===== src/rtl/riscv_fetch_pkg.sv =====
// rtl/riscv_fetch_pkg.sv - shared types and constants for the instruction fetch stage
package riscv_fetch_pkg;

  localparam int XLEN = 32;
  localparam logic [XLEN-1:0] INSTR_NOP = 32'h0000_0013;

  typedef enum logic [0:0] {
    RUN   = 1'b0,
    FLUSH = 1'b1
  } fetch_state_e;

  typedef struct packed {
    logic [XLEN-1:0] instr;
    logic [XLEN-1:0] pc;
  } fetch_entry_t;

  function automatic logic [XLEN-1:0] pc_plus4(input logic [XLEN-1:0] pc);
    return pc + 32'd4;
  endfunction

endpackage


===== src/rtl/fetch_fifo.sv =====
// rtl/fetch_fifo.sv - in-order instruction buffer between fetch and decode
// Head is read from registered storage, so a push is visible one cycle later.
module fetch_fifo
  import riscv_fetch_pkg::*;
#(
  parameter int DEPTH = 2,
  localparam int AW = $clog2(DEPTH),
  localparam int CW = AW + 1
) (
  input  logic         clk,
  input  logic         rst_n,
  input  logic         clear_i,
  input  logic         push_i,
  input  fetch_entry_t push_data_i,
  input  logic         pop_i,
  output fetch_entry_t head_o,
  output logic [CW-1:0] count_o
);

  fetch_entry_t  mem_q [DEPTH];
  logic [AW-1:0] rd_q, wr_q;
  logic [CW-1:0] cnt_q;
  logic          do_pop, do_push;

  assign do_pop  = pop_i && (cnt_q != '0);
  assign do_push = push_i && ((cnt_q != CW'(DEPTH)) || do_pop);

  always_ff @(posedge clk or negedge rst_n) begin
    if (!rst_n) begin
      rd_q  <= '0;
      wr_q  <= '0;
      cnt_q <= '0;
      for (int i = 0; i < DEPTH; i++) begin
        mem_q[i] <= '{instr: INSTR_NOP, pc: '0};
      end
    end else if (clear_i) begin
      rd_q  <= '0;
      wr_q  <= '0;
      cnt_q <= '0;
    end else begin
      if (do_push) begin
        mem_q[wr_q] <= push_data_i;
        wr_q        <= wr_q + 1'b1;
      end
      if (do_pop) begin
        rd_q <= rd_q + 1'b1;
      end
      cnt_q <= cnt_q + CW'(do_push) - CW'(do_pop);
    end
  end

  assign head_o  = mem_q[rd_q];
  assign count_o = cnt_q;

endmodule


===== src/rtl/instr_fetch_unit.sv =====
// rtl/instr_fetch_unit.sv - PC, credit-limited imem requests, redirect flush
// Optional FETCH_MISALIGN_CHECK_EN: misaligned redirects raise fetch_fault and halt fetch.
module instr_fetch_unit
  import riscv_fetch_pkg::*;
#(
  parameter logic [XLEN-1:0] RESET_PC   = 32'h0000_0000,
  parameter int              FIFO_DEPTH = 2
) (
  input  logic            clk,
  input  logic            rst_n,
  output logic            imem_req_valid,
  input  logic            imem_req_ready,
  output logic [XLEN-1:0] imem_req_addr,
  input  logic            imem_rsp_valid,
  input  logic [XLEN-1:0] imem_rsp_data,
  input  logic            redirect_valid,
  input  logic [XLEN-1:0] redirect_pc,
  output logic            instr_valid,
  input  logic            instr_ready,
  output logic [XLEN-1:0] instr,
  output logic [XLEN-1:0] instr_pc,
  output logic            fetch_fault
);

  localparam int AW = $clog2(FIFO_DEPTH);
  localparam int CW = AW + 1;
  localparam logic [CW:0] DEPTH_C = (CW + 1)'(FIFO_DEPTH);
  localparam logic [0:0] S_RUN   = 1'(RUN);
  localparam logic [0:0] S_FLUSH = 1'(FLUSH);

  logic [0:0]      state_q, state_d;
  logic [XLEN-1:0] pc_q, pc_d;
  logic [CW-1:0]   out_q, out_d;
  logic [CW-1:0]   drop_q, drop_d;
  logic            run_en_q;
  logic [XLEN-1:0] tag_q [FIFO_DEPTH];
  logic [AW-1:0]   tag_wr_q, tag_rd_q;

  logic [CW-1:0]   fifo_count;
  fetch_entry_t    head;
  fetch_entry_t    push_entry;
  logic [CW:0]     credit_used;
  logic            req_hs, pop, push;
  logic [XLEN-1:0] redir_pc;
  logic            fault_q;

`ifdef FETCH_MISALIGN_CHECK_EN
  logic fault_d;
  assign redir_pc = redirect_pc;
  always_comb begin
    fault_d = fault_q;
    if (redirect_valid) fault_d = (redirect_pc[1:0] != 2'b00);
  end
  always_ff @(posedge clk or negedge rst_n) begin
    if (!rst_n) fault_q <= 1'b0;
    else        fault_q <= fault_d;
  end
`else
  logic unused_redirect_lsbs;
  assign redir_pc             = {redirect_pc[XLEN-1:2], 2'b00};
  assign unused_redirect_lsbs = ^redirect_pc[1:0];
  assign fault_q              = 1'b0;
`endif
  assign fetch_fault = fault_q;

  // A head leaving this cycle frees its slot, which keeps back-to-back fetch at depth 2.
  assign pop         = instr_valid & instr_ready;
  assign credit_used = {1'b0, out_q} + {1'b0, fifo_count} - {{CW{1'b0}}, pop};
  assign imem_req_valid = run_en_q && (state_q == S_RUN) && !fault_q && (credit_used < DEPTH_C);
  assign imem_req_addr  = {pc_q[XLEN-1:2], 2'b00};
  assign req_hs         = imem_req_valid & imem_req_ready;
  assign push           = imem_rsp_valid && (state_q == S_RUN) && !redirect_valid;
  assign push_entry     = '{instr: imem_rsp_data, pc: tag_q[tag_rd_q]};

  always_comb begin
    pc_d    = pc_q;
    state_d = state_q;
    drop_d  = drop_q;
    out_d   = out_q + CW'(req_hs) - CW'(imem_rsp_valid);
    if (req_hs) pc_d = pc_plus4(pc_q);
    if (state_q == S_FLUSH && imem_rsp_valid) drop_d = drop_q - CW'(1);
    if (state_q == S_FLUSH && drop_d == '0) state_d = S_RUN;
    // Everything still in flight after this edge belongs to the wrong path.
    if (redirect_valid) begin
      pc_d    = redir_pc;
      drop_d  = out_d;
      state_d = (out_d != '0) ? S_FLUSH : S_RUN;
    end
  end

  always_ff @(posedge clk or negedge rst_n) begin
    if (!rst_n) begin
      state_q  <= S_RUN;
      pc_q     <= RESET_PC;
      out_q    <= '0;
      drop_q   <= '0;
      run_en_q <= 1'b0;
      tag_wr_q <= '0;
      tag_rd_q <= '0;
    end else begin
      state_q  <= state_d;
      pc_q     <= pc_d;
      out_q    <= out_d;
      drop_q   <= drop_d;
      run_en_q <= 1'b1;
      if (req_hs)         tag_wr_q <= tag_wr_q + 1'b1;
      if (imem_rsp_valid) tag_rd_q <= tag_rd_q + 1'b1;
    end
  end

  always_ff @(posedge clk) begin
    if (req_hs) tag_q[tag_wr_q] <= pc_q;
  end

  fetch_fifo #(.DEPTH(FIFO_DEPTH)) u_fifo (
    .clk         (clk),
    .rst_n       (rst_n),
    .clear_i     (redirect_valid),
    .push_i      (push),
    .push_data_i (push_entry),
    .pop_i       (pop),
    .head_o      (head),
    .count_o     (fifo_count)
  );

  assign instr_valid = (fifo_count != '0);
  assign instr       = head.instr;
  assign instr_pc    = head.pc;

endmodule


===== config.mk =====
export PLATFORM = sky130hd
export DESIGN_NAME = instr_fetch_unit
export DESIGN_NICKNAME = d
export VERILOG_FILES = /design/src/rtl/riscv_fetch_pkg.sv /design/src/rtl/fetch_fifo.sv /design/src/rtl/instr_fetch_unit.sv
export SDC_FILE = /design/constraint.sdc
export NUM_CORES = 1
export LEC_CHECK = 0
export BUFFER_PORTS_ARGS = -buffer_cell sky130_fd_sc_hd__buf_2
export CAP_MARGIN = 10
export CORE_MARGIN = 10
export CORE_UTILIZATION = 25
export CTS_CLUSTER_DIAMETER = 200
export CTS_CLUSTER_SIZE = 40
export DETAILED_ROUTE_END_ITERATION = 10
export MAX_ROUTING_LAYER = met4
export PLACE_DENSITY_LB_ADDON = 0.08
export SLEW_MARGIN = 20
export SYNTH_ARGS = -nofsm -noshare
export SYNTH_HDL_FRONTEND = slang
export SYNTH_HIERARCHICAL = 1
export SYNTH_SLANG_ARGS = --single-unit
export TNS_END_PERCENT = 10

===== constraint.sdc =====
create_clock -name clk -period 7.85 [get_ports clk]
set_input_delay 0.785 -clock clk [delete_from_list [all_inputs] [get_ports clk]]
set_output_delay 0.785 -clock clk [all_outputs]
set_load 0.05 [all_outputs]

-- After elaboration in Yosys (flattened, before gate mapping)
Memory sizes are Yosys's and may differ from the RTL's.
Index checks and enable logic that the tools add are counted.
- register bits: 172
- latch bits: 0
- input bits: 70
- memories kept: 1
- ROM bits: 0
- RAM bits: 64
- logic and storage cells: 77
- output and inout bits: 99
- $mul: 0
- bitwise operators: 6
- shift-type cells: 0
- equality and inequality tests: 1
- muxes and demuxes: 20
- magnitude comparators: 4
- divide/modulo/power cells: 0
- reductions and logical operators: 19
- add/sub/neg operators: 12
- memories (name ; words ; bits a word ; read ports ; clocked after memory_dff ; wr ports ; RTL line ; RTL):
    tag_q ; 2 ; 32 ; 1 ; 0 ; 1 ; instr_fetch_unit.sv:36 ; logic [XLEN-1:0] tag_q [FIFO_DEPTH];
- operators with widths (cell ; count):
    $mux 64 ; 4
    $bwmux 128 ; 1
    $demux 64 s1 ; 1
    $mux 32 ; 2
    $add 32x3->32 const B ; 1
    $reduce_bool 2->1 ; 6
    $logic_and 1x1->1 ; 9
    $mux 1 ; 9
    $mux 2 ; 3
    $add 1x1->1 const B ; 4
    $add 2x1->2 ; 2
    $ge 2x2->1 const B ; 2
    $not 1->2 ; 2
    $sub 2x1->2 ; 2
    $add 2x2->3 ; 1
    $lt 3x2->1 const B ; 1
    $sub 3x1->3 ; 1
    $and 1x1->1 ; 2
    $logic_not 2->1 ; 1
    $lt 2x1->1 const B ; 1
    $ne 2x2->1 const B ; 1
    $not 1->1 ; 2
    $reduce_and 2->1 ; 1
    $sub 2x1->2 const B ; 1
    other kinds (2) ; 2

-- Depth between registers and ports, before layout
- word-level depth: 11
- gate-level depth with buffers: 16
- mapped depth without buffers: 15

-- By module
The synthesis kept the hierarchy.
- modules (own cells, without submodules) (module ; area an instance (µm²) ; sequential area each (µm²) ; cells each ; instances):
    fetch_fifo ; 5977.0 ; 3310.7 ; 363 ; 1
    instr_fetch_unit ; 4603.2 ; 2752.6 ; 371 ; 1

-- Least setup slack after synthesis
No wires, ideal clock.
- path kind: flip-flop to flip-flop
- start point: reg u_fifo.cnt_q[0] (netlist: u_fifo/count_o[0])
- end point: mem tag_q[0][10] (enable)
- library setup time: 417 ps
- path slack: 3667 ps
- arrival time: 3766 ps
- stages on the path, launching flop included: 11
- required time: 7433 ps
- path buffers: 1
- period minus slack after synthesis: 4183 ps
- cells stage by stage: dfrtp_1 -> inv_1 -> nand2_1 -> and2_1 -> ha_1 -> nand2b_1 -> fa_1 -> and3b_1 -> buf_2 -> nand3_2 -> nor2_1
- longest elaborated chain between the ends: 8
- elaborated cells on any way between the ends: 9
- classes of those cells: 2 x add/sub; 1 x order compare; 2 x mux; 2 x bitwise; 2 x reduce/logical
- RTL lines (what ; RTL line ; RTL):
    start: declaration ; fetch_fifo.sv:22 ; logic [CW-1:0] cnt_q;
    start signal: assignment ; fetch_fifo.sv:48 ; cnt_q <= cnt_q + CW'(do_push) - CW'(do_pop);
    $reduce_bool 2->1 ; instr_fetch_unit.sv:126 ; assign instr_valid = (fifo_count != '0);
    via instr_valid ; instr_fetch_unit.sv:18 ; output logic instr_valid,
    $and 1x1->1 ; instr_fetch_unit.sv:67 ; assign pop = instr_valid & instr_ready;
    via pop ; instr_fetch_unit.sv:43 ; logic req_hs, pop, push;
    $sub 3x1->3 ; instr_fetch_unit.sv:68 ; assign credit_used = {1'b0, out_q} + {1'b0, fifo_count} - {{CW{1'b0}}, pop};
    $lt 3x2->1 ; instr_fetch_unit.sv:69 ; assign imem_req_valid = run_en_q && (state_q == S_RUN) && !fault_q && (credit_used < DEPTH_C);
    $logic_and 1x1->1 ; instr_fetch_unit.sv:69 ;
    $and 1x1->1 ; instr_fetch_unit.sv:71 ; assign req_hs = imem_req_valid & imem_req_ready;
    $mux 1 ; instr_fetch_unit.sv:112 ; if (req_hs) tag_q[tag_wr_q] <= pc_q;
    $mux 1 (implied by the code) ; instr_fetch_unit.sv:112 ;
    end: declaration ; instr_fetch_unit.sv:36 ;
The timed path passes the listed nets, and every way through them passes these cells.

-- Worst setup path in the final report
- start point: reg u_fifo.cnt_q[0] (netlist: u_fifo/count_o[0])
- end point: out imem_req_valid
- longest elaborated chain between the ends: 5
- elaborated cells on any way between the ends: 6
- classes of those cells: 2 x add/sub; 1 x order compare; 1 x bitwise; 2 x reduce/logical
- RTL lines (what ; RTL line ; RTL):
    $reduce_bool 2->1 ; instr_fetch_unit.sv:126 ;
    $and 1x1->1 ; instr_fetch_unit.sv:67 ;
    via pop ; instr_fetch_unit.sv:43 ;
    $sub 3x1->3 ; instr_fetch_unit.sv:68 ;
    $lt 3x2->1 ; instr_fetch_unit.sv:69 ;
    $logic_and 1x1->1 ; instr_fetch_unit.sv:69 ;
    end: declaration ; instr_fetch_unit.sv:11 ; output logic imem_req_valid,
The timed path passes the listed nets, and every way through them passes these cells.

==> Flow_metrics.wiki <==
{| class="wikitable"
! Metric !! Value
|-
| Count of buffers added by post-CTS timing repair for setup || 0
|-
| H-tree lvl count || 1
|-
| Die area || around 51,000 µm²
|-
| Achievable clock frequency || about 250 MHz
|-
| Maximum fanout encountered on the critical timing path || 9
|-
| Hold buffers post-CTS || 0
|-
| Count of cells resized by post-cts repair || 0
|-
| Placed cell count || 1,406
|-
| Synth Instances || 734
|-
| Core Area || 41,900 µm²
|-
| Quantity of I/O buffers inserted on ports || around 160
|-
| Yosys cell types || 57
|-
| RSZ-0062 raised after global routing || no
|-
| Share of cells above drive strength 1 || 0.474
|-
| Arr. time, crit path || 3150 ps
|-
| Average size of a mapped cell || roughly 14 µm²
|-
| Clock transition at the register clock pins on the worst setup and hold paths after CTS || 150 ps
|-
| Final setup violation count || 0
|-
| Ranking of synthesized cells by instance count || dfrtp_1, mux2_2, edfxtp_1, mux2_4, nand3_1
|-
| Total CTS buffers || 9
|-
| Count of warnings emitted by yosys || 6
|-
| Most area-consuming cells after synthesis || dfrtp_1, edfxtp_1, mux2_2
|-
| Vias in the first global route || 6,855
|-
| Layout Nets || 956
|-
| Drc violations || 0
|-
| Overall overflow remaining after global route || 0
|-
| Root buffer cell || clkbuf_16
|-
| Worst hold path class || in2async
|-
| Number of synthesized register bits || 230
|-
| Simple-gate area share of the yosys netlist || 0.0739
|-
| Starting Density || 0.253
|-
| Type of destination of the critical path || output pin
|-
| Path type of the worst setup path || reg2out
|-
| Most instantiated library cell after synthesis || dfrtp_1
|-
| Total via count in the routed design || 6,372
|-
| Global-route wire length before repair || 44,900 µm
|-
| Number of hold violations in the final report || 0
|-
| XOR/XNOR share of the synthesized area || 0.0150
|-
| Multiplexer share of the synthesized area || 0.259
|-
| EDFF count, synth || 60
|-
| Insertion delay to the later sink of the worst-skew pair || 500 ps
|-
| Main combinational cell family by area after synthesis || multiplexers
|-
| Fraction of the mapped netlist area in adder cells || 0.0102
|-
| Worst hold-check slack || 256 ps
|-
| Setup Total Neg Slack || 0 ps
|-
| Slack of the worst reg-to-reg path || 3940 ps
|-
| Top cell type by total area after synthesis || dfrtp_1
|-
| Overall power || between 0.004 and 0.005 W
|-
| DR pass1 iterations || 4
|-
| Worst endpoint required time || 7070 ps
|-
| Clock tree from TritonCTS || built
|-
| Area share of the largest cell type after synthesis || 0.388
|-
| Average via count per standard cell || 4.48
|-
| Number of pins with negative max-slew slack in the final report || 0
|-
| Max Cap Viol || 0
|-
| Min cycle time layout || 3940 ps
|-
| Die Height || 226 µm
|-
| Top Ports || 169
|-
| Final WL || roughly 29,000 µm
|-
| Commonest register cell after synthesis || dfrtp_1
|-
| Post-route fraction of the period consumed by the critical path || 0.502
|-
| Area growth from synthesis to layout || 15.1%
|-
| PwrDens || around 350 nW/µm²
|-
| HPWL reported at the end of detailed placement || 18,800 µm
|-
| Startpoint type of the worst setup path || register
|-
| Run status || completed
|-
| CTS sink cnt || 230
|-
| Maximum number of pins on one net before global-route repair || a little under 70
|-
| Summed instance area of the synthesized netlist || ~11,000 µm²
|-
| Placer congestion estimate || ~0.73
|-
| Layout Skew || roughly 20 ps
|-
| Number of standard-cell rows in the floorplan || 75
|-
| Die Width || 226 µm
|-
| Complex-gate fraction of the synthesized area || 0.0396
|-
| Total global-route track usage || 0.116
|-
| Drt wl/cell || between 20 and 25 µm
|-
| Maximum number of buffers from clock root to sink || 3
|-
| Relative max-transition margin || 0.379
|-
| Static Leak || a little over 5 nW
|-
| Seq/Total Area, Yosys || 0.573
|-
| IR Drop Worst-Case VDD || between 0.1 and 0.15 mV
|-
| Post-route non-filler standard cell count || between 1k and 1.5k
|-
| Drt initial violations || 286
|-
| Slew @ Worst Pin || 932 ps
|-
| Proportion of register bits with asynchronous set or reset after synthesis || 0.739
|-
| Antenna Violating Nets Remaining || 0
|-
| Initial antenna violation count || 2
|}
flip-flops by register name (all words and copies together) (netlist names):
name	count
drop_q	2
out_q	2
pc_q	30
run_en_q	1
state_q	1
tag_q	60
tag_rd_q	1
tag_wr_q	1
u_fifo/count_o	2
u_fifo/mem_q	128
u_fifo/rd_q	1
u_fifo/wr_q	1
cell usage in the layout, fill, tap and decap left out, types with 7 or more instances in the layout:
master and n:
a31oi_1 13, and3_1 9, buf_2 162, buf_4 9, clkbuf_16 9, conb_1 8
dfrtp_1 162, edfxtp_1 60, ha_1 7, inv_1 11, mux2_2 158, mux2_4 60
nand2_1 20, nand3_1 22, nand4_1 12, nor2_1 20, nor2b_1 8, o21ai_0 20
o31ai_1 12, or4_1 14, xnor2_1 7, xor2_1 8
cell type report:
type                            instances  area (µm²)
Clock inverter                          1        11.3
Tap cell                              539         674
Inverter                               11        41.3
Multi-Input combinational cell        454        4250
Antenna cell                            2        5.00
Fill cell                            4310       29700
Sequential cell                       230        6070
Clock buffer                           12         236
Timing Repair Buffer                  172         890
power by group:
part | leakage (nW) | internal, W | total, W | switching (W)
Clock | 0.121 | 0.000219 | 0.000603 | 0.000384
Sequential | 2.63 | 0.00161 | 0.00186 | 0.000248
Combinational | 2.32 | 0.000712 | 0.00185 | 0.00113
Total | 5.07 | 0.00254 | 0.00431 | 0.00177
worst paths after layout:
| kind | startpoint | end | cells after the start |
|---|---|---|---|
| setup / recovery | u_fifo/count_o[0]$_DFF_PN0_ | imem_req_valid | 9 |
| hold / removal | rst_n | u_fifo/mem_q[111]$_DFFE_PN0P_ | 1 |
| setup reg to reg | u_fifo/count_o[0]$_DFF_PN0_ | tag_q[0][25]$_DFFE_PP_ | 10 |
| hold reg to reg | u_fifo/mem_q[31]$_DFFE_PN0P_ | u_fifo/mem_q[31]$_DFFE_PN0P_ | 1 |
| max in group asynchronous | rst_n | u_fifo/rd_q$_DFFE_PN0P_ | 2 |
| min in group clk | redirect_pc[10] | pc_q[10]$_DFFE_PN0P_ | 3 |
routing by layer:
layer	global-route usage	vias up	wire length (µm)
li1	-	2983	-
met1	0.156	3236	14000
met2	0.180	132	13100
met3	0.0198	21	1120
met4	0.0227	0	393
met5	-	-	0
worst max-delay path, stage by stage, from the launching register on:
cell and delay [ps]:
dfrtp_1 440, inv_1 80, nand2_1 100, and2_1 210, ha_1 260, nand2b_1 150
fa_1 480, and3b_1 410, and2_1 230, buf_2 280
through the flow:
stage,instance area (µm²),utilization,setup slack [ps]
finish,12200,0.291,3910
floorplan,10600,-,3670
global route,12200,0.291,3650
global placement,11900,0.285,3600
CTS,12200,0.291,3860
detailed placement,11900,0.285,3630
kinds of logic (layout without fill, tap and decap cells):
| kind of cell | count (synthesis) | count (layout) |
|---|---|---|
| flip-flops | 230 | 230 |
| multiplexers | 223 | 223 |
| AND/OR/NAND/NOR | 135 | 135 |
| AO/OA/AOI/OAI | 64 | 64 |
| buffers and inverters | 56 | 196 |
| XOR/XNOR | 16 | 16 |
| adder cells (fa/ha/maj) | 8 | 8 |
| other | 2 | 10 |
Power figures use the tool's default switching activity.
